$ cat src/rtl/addr_stream_reader.sv
// Address-driven memory reader: pulls addresses from a generator,
// issues reads under FIFO credit and streams the data out in order.
module addr_stream_reader #(
  parameter int DATA_W     = 16,
  parameter int ADDR_W     = 16,
  parameter int FIFO_DEPTH = 4,
  parameter int RD_LAT     = 1
) (
  input  logic              clk,
  input  logic              rst_n,
  input  logic              start,
  input  logic [15:0]       total_count,
  output logic              step,
  input  logic [ADDR_W-1:0] addr_in,
  output logic              mem_rd_en,
  output logic [ADDR_W-1:0] mem_addr,
  input  logic [DATA_W-1:0] mem_rd_data,
  output logic              out_valid,
  input  logic              out_ready,
  output logic [DATA_W-1:0] out_data,
  output logic              busy,
  output logic              done
);

  localparam int PW = (FIFO_DEPTH > 1) ? $clog2(FIFO_DEPTH) : 1;
  localparam int CW = $clog2(FIFO_DEPTH + 1);
  localparam int IW = $clog2(RD_LAT + 1);

  typedef enum logic [1:0] {
    IDLE,
    RUN,
    DRAIN
  } state_t;

  state_t            state;
  state_t            state_nx;
  logic [15:0]       total_q;
  logic [15:0]       issued_q;
  logic [RD_LAT-1:0] vld_sr;
  logic [IW-1:0]     inflight;
  logic [DATA_W-1:0] fifo_mem [FIFO_DEPTH];
  logic [PW-1:0]     wr_ptr;
  logic [PW-1:0]     rd_ptr;
  logic [CW-1:0]     fifo_cnt;
  logic              issue;
  logic              push;
  logic              pop;
  logic              credit;

  always_comb begin
    inflight = '0;
    for (int i = 0; i < RD_LAT; i++)
      inflight = inflight + IW'(vld_sr[i]);
  end

  // Credit counts words already buffered plus reads still in flight.
  assign credit = (32'(fifo_cnt) + 32'(inflight)) < FIFO_DEPTH;

  assign issue = (state == RUN)
              && (issued_q != total_q)
              && credit;

  assign step      = issue;
  assign mem_rd_en = issue;
  assign mem_addr  = addr_in;

  assign push      = vld_sr[RD_LAT-1];
  assign out_valid = (fifo_cnt != '0);
  assign pop       = out_valid && out_ready;
  assign out_data  = fifo_mem[rd_ptr];
  assign busy      = (state != IDLE);

  always_comb begin
    state_nx = state;
    done     = 1'b0;
    unique case (state)
      IDLE: begin
        if (start)
          state_nx = RUN;
      end
      RUN: begin
        if (issued_q == total_q)
          state_nx = DRAIN;
      end
      DRAIN: begin
        if (inflight == '0 && fifo_cnt == '0) begin
          state_nx = IDLE;
          done     = 1'b1;
        end
      end
      default: state_nx = IDLE;
    endcase
  end

  always_ff @(posedge clk) begin
    if (!rst_n) begin
      state    <= IDLE;
      total_q  <= '0;
      issued_q <= '0;
      vld_sr   <= '0;
      wr_ptr   <= '0;
      rd_ptr   <= '0;
      fifo_cnt <= '0;
    end else begin
      state <= state_nx;
      if (state == IDLE && start) begin
        total_q  <= total_count;
        issued_q <= '0;
      end else if (issue) begin
        issued_q <= issued_q + 16'd1;
      end
      vld_sr <= RD_LAT'({vld_sr, issue});
      if (push)
        wr_ptr <= wr_ptr + PW'(1);
      if (pop)
        rd_ptr <= rd_ptr + PW'(1);
      unique case ({push, pop})
        2'b10:   fifo_cnt <= fifo_cnt + CW'(1);
        2'b01:   fifo_cnt <= fifo_cnt - CW'(1);
        default: fifo_cnt <= fifo_cnt;
      endcase
    end
  end

  always_ff @(posedge clk) begin
    if (rst_n && push)
      fifo_mem[wr_ptr] <= mem_rd_data;
  end

endmodule

$ cat config.mk
export PLATFORM = sky130hd
export DESIGN_NAME = addr_stream_reader
export DESIGN_NICKNAME = d
export VERILOG_FILES = /design/src/rtl/addr_stream_reader.sv
export SDC_FILE = /design/constraint.sdc
export NUM_CORES = 1
export LEC_CHECK = 0
export CORE_ASPECT_RATIO = 2
export CORE_MARGIN = 2
export CORE_UTILIZATION = 54
export DETAILED_ROUTE_END_ITERATION = 16
export PLACE_DENSITY_LB_ADDON = 0.12
export SYNTH_ARGS = -nofsm -noshare
export SYNTH_HDL_FRONTEND = slang
export SYNTH_SLANG_ARGS = --single-unit
$ cat constraint.sdc
create_clock -name clk -period 5.25 [get_ports clk]
set_clock_uncertainty 0.2 [all_clocks]
set_input_delay 0.525 -clock clk [delete_from_list [all_inputs] [get_ports clk]]
set_output_delay 0.525 -clock clk [all_outputs]
set_load 0.02 [all_outputs]
==> flow_summary.ini, run 1 <==
[run_status]
status = finished clean

[floorplanning]
core_um2 = 8230
die_h_um = 134
ios = 89
rows = 47
die-width_um = 69.1
die_area_um2 = 9270
start_util = 0.555

[power_and_ir_drop]
vdd_ir_drop_max_v = 0.000252
powerDensity_nw_per_um2 = 381
p_leak_nw = 1.75

[global_route]
grt_pass1_wl_um = 13800
grt_max_degree = 33
grt_pass1_vias = 2840
antenna_found_initial = 0
grtUsageTotal = 0.194
grt_overflow = 0

[yosys]
synth-xor-area-share = 0.0402
synth_simple_gate_area_frac = 0.123
syn_area_per_cell_um2 = 13.1
synth_adder_area_share = 0.0208
synth_top_family_by_area = simple AND/OR/NAND/NOR gates
yosysMostFrequentCell = edfxtp_1
synth_common_cells = edfxtp_1 (64), dfxtp_1 (44), nand2_1 (42)
syn-num-nets = 408
post-synth-top-area-cell = edfxtp_1
synth-async-reset-ratio = 0
ys_seq_area_frac = 0.613
netlist_instances = 349
synthFlopType = edfxtp_1
ys_ff_latch = 108
yosys-top-cells-area = edfxtp_1 (42%), dfxtp_1 (19%), mux4_2 (7.9%)
synth_compound_area_frac = 0.0657
synth_warnings = 0
post-synth-top-area-fraction = 0.420
ys_types = 42
synth-edff-count = 64
synthMuxAreaShare = 0.0876
syn-cell-area_um2 = 4570

[worst_setup_path]
r2r_slack_ns = 2.71
r2r-start = fifo_cnt[0]$_SDFFE_PN0P_
slowest_delay_ns = 0.82
startpoint_type = register
critPathArrivalTime_ns = 2.16
worstSetupPathType = register to primary output
endpoint = out_data[1]
worst-r2r-cell-count = 7
cp_slowest_cell = dfxtp_1
worstPathCellList = mux4_2 > clkdlybuf4s50_1
r2r_end = fifo_cnt[2]$_SDFFE_PN0P_
end_kind = primary output
crit_required_ns = 4.53
crit_fanout = 16

[timing]
finalCritPeriodShare = 0.549
setup_violations = 0
max-slew-margin-rel = 0.414
hold_slack_ns = 0.269
report.final.slew_viol_count = 0
max_freq_mhz = 347
fin_setup_tns_ns = 0
hold_viol_final = 0
grt_setup_unrepaired = no
finalCriticalPeriod_ns = 2.88
worstMarginPinSlew_ns = 0.879

[routing]
avgRoutedWirePerCell_um = 16.9
vias = 2818
finalWirelength_um = 8270
ant_nets = 0
dr.pass1.iters = 4
viasPerCell = 5.75
drt_iter0_drc = 160
drc = 0

[clock_tree]
clk_latency_ns = 0.34
cts_htree_levels = 3
ctsHoldBuffers = 0
cts_tree = built
clk_pin_slew_worst_paths_ns = 0.07
post-cts-setup-buffers = 0
cts_buffers = 9
clockBufferDepth = 2
root_buffer = clkbuf_16
cts_sinks = 108
cts_resized = 0

[layout]
syn2layout_area_growth_pct = 17.6
antennaDiodeCount = 0
fin_nets = 446
fillers = 648
final_layout_size_suffix_gt1_frac = 0.120

[placement]
gp_congestion = 0.830
numPortBuffers = 56
hpwl_um = 5860

[min_path]
min_path_type = register to register

[run]
drv_cap = 0
## flip-flops by register name (all words and copies together) (netlist names), named ones only
signal,cells
issued_q,16
rd_ptr,2
total_q,16
fifo_cnt,3
push,1
fifo_mem,64
wr_ptr,2
state,2
## worst max-delay path, delay by kind of cell (launching register included)
family / cells / cell delay [ns]
multiplexers: 1 / 0.43
buffers and inverters: 1 / 0.56
flip-flops: 1 / 0.82
## power by group
group | leakage, nW | switching (mW) | total, mW | internal [mW]
logic | 0.665 | 0.194 | 0.400 | 0.205
clock network | 0.149 | 0.307 | 0.684 | 0.377
registers | 0.935 | 0.0331 | 0.962 | 0.929
total | 1.75 | 0.534 | 2.05 | 1.51
## metrics by stage
stage          power (mW)   util  instance area, µm²  setup slack [ns]  cells
6_report             2.05  0.653                5380              2.37    490
2_1_floorplan        1.26      -                4570              2.73    349
3_5_place_dp         1.39  0.616                5070              2.61    474
5_1_grt              2.13  0.653                5380              2.22    490
4_1_cts              2.07  0.653                5380              2.32    490
3_3_place_gp         1.38  0.616                5070              2.63    474
## how the worst min path moves through the flow
| stage | startpoint | endpoint | slack [ns] | cells after the start |
|---|---|---|---|---|
| 2_1_floorplan | total_q[14]$_SDFFE_PN0P_ | total_q[14]$_SDFFE_PN0P_ | 0.25 | 2 |
| 3_3_place_gp | total_q[10]$_SDFFE_PN0P_ | total_q[10]$_SDFFE_PN0P_ | 0.26 | 2 |
| 3_5_place_dp | total_q[10]$_SDFFE_PN0P_ | total_q[10]$_SDFFE_PN0P_ | 0.26 | 2 |
| 4_1_cts | total_q[2]$_SDFFE_PN0P_ | total_q[2]$_SDFFE_PN0P_ | 0.27 | 2 |
| 5_1_grt | total_q[2]$_SDFFE_PN0P_ | total_q[2]$_SDFFE_PN0P_ | 0.28 | 2 |
| 6_report | total_q[10]$_SDFFE_PN0P_ | total_q[10]$_SDFFE_PN0P_ | 0.27 | 2 |
## logic make-up after synthesis
kind of cell,count (synthesis)
xor+xnor,21
flops,108
buf+inv,38
fa+ha+maj,7
compound gates,50
simple gates,105
mux,20
## area by class of cell
type                    instances  area, µm²  area share
flip-flops and latches        108       2800       0.521
multi-input cells             203       1540       0.286
repair buffers                 59        583       0.108
clock buffers                   9        225      0.0419
well taps                      98        123      0.0228
clock inverters                 7       80.1      0.0149
inverters                       6       22.5     0.00419
## per-layer routing
layer / part of all wire / GRT usage / vias up
li1: - / - / 1351
met1: 0.37 / 0.193 / 1370
met2: 0.57 / 0.372 / 88
met3: 0.041 / 0.0548 / 9
met4: 0.014 / 0.0730 / 0
met5: 0 / 0 / -
## layout by cell type (no fill, tap or decap), types with 2 or more instances in the layout
master | Yosys | final
nand3_1 | 5 | 5
or2_2 | 3 | 3
or4_1 | 5 | 5
and4_1 | 2 | 2
o31ai_1 | 5 | 5
clkdlybuf4s50_1 | 0 | 56
edfxtp_1 | 64 | 64
inv_1 | 5 | 5
o21ai_0 | 10 | 10
ha_1 | 6 | 6
clkbuf_16 | 0 | 9
and2_2 | 2 | 2
inv_6 | 0 | 3
and3_1 | 6 | 6
or3_1 | 11 | 11
mux4_2 | 16 | 16
xor2_1 | 2 | 2
nor2_1 | 13 | 13
mux2i_1 | 4 | 4
a21oi_1 | 29 | 29
nand4_1 | 8 | 8
xnor2_1 | 19 | 19
buf_4 | 18 | 3
nand2_1 | 42 | 42
dfxtp_1 | 44 | 44
Power figures use the tool's default switching activity.
==> run 2, diff against run 1 <==
--- a/config.mk
+++ b/config.mk
@@ -7,7 +7,7 @@
 export LEC_CHECK = 0
 export CORE_ASPECT_RATIO = 2
 export CORE_MARGIN = 2
-export CORE_UTILIZATION = 54
+export CORE_UTILIZATION = 52
 export DETAILED_ROUTE_END_ITERATION = 16
 export PLACE_DENSITY_LB_ADDON = 0.12
 export SYNTH_ARGS = -nofsm -noshare
==> constraint.sdc (replaced) <==
create_clock -name clk -period 2.95 [get_ports clk]
set_clock_uncertainty 0.2 [all_clocks]
set_input_delay 0.295 -clock clk [delete_from_list [all_inputs] [get_ports clk]]
set_output_delay 0.295 -clock clk [all_outputs]
set_load 0.02 [all_outputs]
==> flow_summary.ini, run 2 (synthesis gave the netlist of run 1 again) <==
[routing]
avgRoutedWirePerCell_um = 16.7
drc = 0
viasPerCell = 5.55
finalWirelength_um = 8380
ant_nets = 0
vias = 2782
drt_iter0_drc = 203
dr.pass1.iters = 4

[timing]
grt_setup_unrepaired = no
setup_violations = 0
worstMarginPinSlew_ns = 0.524
hold_viol_final = 0
finalCriticalPeriod_ns = 2.65
max-slew-margin-rel = 0.651
fin_setup_tns_ns = 0
max_freq_mhz = 377
finalCritPeriodShare = 0.899
report.final.slew_viol_count = 0

[clock_tree]
clk_latency_ns = 0.35
cts_sinks = 108
post-cts-setup-buffers = 0
root_buffer = clkbuf_16
cts_tree = built
cts_buffers = 9
clockBufferDepth = 2
cts_resized = 0
clk_pin_slew_worst_paths_ns = 0.07
ctsHoldBuffers = 0
cts_htree_levels = 3

[min_path]
hold_end = total_q[3]$_SDFFE_PN0P_
hold_start = total_q[3]$_SDFFE_PN0P_
min_path_type = register to register
holdPathStages = 2

[global_route]
grt_overflow = 0
grtUsageTotal = 0.189
grt_util_met3 = 0.0449
grt-busiest-layer = met2
use_met1 = 0.194
antenna_found_initial = 0
use_met2 = 0.345
grt_pass1_vias = 2805
grt_pass1_wl_um = 13600
grt_max_degree = 33

[layout]
regMostFlops = fifo_mem
fillers = 660
regArea_um2 = 2800
final_layout_size_suffix_gt1_frac = 0.132
antennaDiodeCount = 0
largest_reg_flops = 64
syn2layout_area_growth_pct = 18.8
fin_nets = 455
final_cell_mix = edfxtp_1 (64), clkdlybuf4s50_1 (56), dfxtp_1 (44)
reg_top3 = fifo_mem x64, issued_q x16, total_q x16
final_area_um2 = 5430
final_common_cell = edfxtp_1
multiInputGateArea_um2 = 1540

[worst_setup_path]
r2r_end = fifo_cnt[2]$_SDFFE_PN0P_
cp_top_family = simple AND/OR/NAND/NOR gates
r2r-start = fifo_cnt[0]$_SDFFE_PN0P_
worst-r2r-cell-count = 7
startpoint_type = register
cp_slowest_cell = clkdlybuf4s50_1
worstPathCellList = xnor2_1 > nand4_1 > nor4_4 > nor2_1 > clkdlybuf4s50_1
end_kind = primary output
crit_fanout = 5
critPathArrivalTime_ns = 2.16
crit_required_ns = 2.46
r2r_slack_ns = 0.39
slowest_delay_ns = 0.56
cp-startpoint = issued_q[0]$_SDFFE_PP0P_
path_buf_inv = 1
worstSetupPathType = register to primary output

[power_and_ir_drop]
vdd_ir_drop_max_v = 0.000392
p_leak_nw = 1.78
power.total_mw = 3.62
powerDensity_nw_per_um2 = 666

[placement]
hpwl_um = 5980
gp_congestion = 0.778
numPortBuffers = 56
place_area_um2 = 5140

[run_status]
status = finished clean

[floorplanning]
ios = 89
rows = 48
die_h_um = 137
core_um2 = 8590
die_area_um2 = 9610
start_util = 0.532
die-width_um = 70.3

[run]
drv_cap = 0
## run 2: where the power goes
group | internal, mW | switching [mW]
combinational | 0.373 | 0.357
clock | 0.659 | 0.523
sequential | 1.65 | 0.0520
total | 2.69 | 0.932
## run 2: worst max path at each step
| stage | to | slack, ns | depth (start not counted) |
|---|---|---|---|
| 5_1_grt | step | 0.14 | 4 |
| 3_5_place_dp | fifo_cnt[2]$_SDFFE_PN0P_ | 0.40 | 7 |
| 6_report | mem_rd_en | 0.30 | 5 |
| 3_3_place_gp | fifo_cnt[2]$_SDFFE_PN0P_ | 0.48 | 7 |
| 2_1_floorplan | fifo_cnt[2]$_SDFFE_PN0P_ | 0.43 | 7 |
| 4_1_cts | mem_rd_en | 0.27 | 5 |
## run 2: metal layers
metal / vias up / part of all wire
li1: 1372 / -
met1: 1337 / 0.38
met2: 56 / 0.56
met3: 17 / 0.032
met4: 0 / 0.031
met5: - / 0
## run 2: stage by stage
| step | utilization | cells | hold WS [ns] | setup slack, ns |
|---|---|---|---|---|
| 2_1_floorplan | - | 349 | 0.194 | 0.430 |
| 6_report | 0.633 | 501 | 0.268 | 0.298 |
| 4_1_cts | 0.633 | 501 | 0.271 | 0.269 |
| 5_1_grt | 0.633 | 501 | 0.293 | 0.137 |
| 3_3_place_gp | 0.599 | 485 | 0.256 | 0.479 |
| 3_5_place_dp | 0.599 | 485 | 0.262 | 0.398 |
## run 2: area by class of cell
class	instances	area share
clock buffers	10	0.0421
clock inverters	6	0.0115
repair buffers	68	0.120
flip-flops and latches	108	0.516
well taps	100	0.0230
inverters	6	0.00415
multi-input cells	203	0.284
## run 2: tightest hold or removal path, cell delays in order (launching register included)
cell and delay (ns):
dfxtp_1 0.32, nand2_1 0.05, a21oi_1 0.05
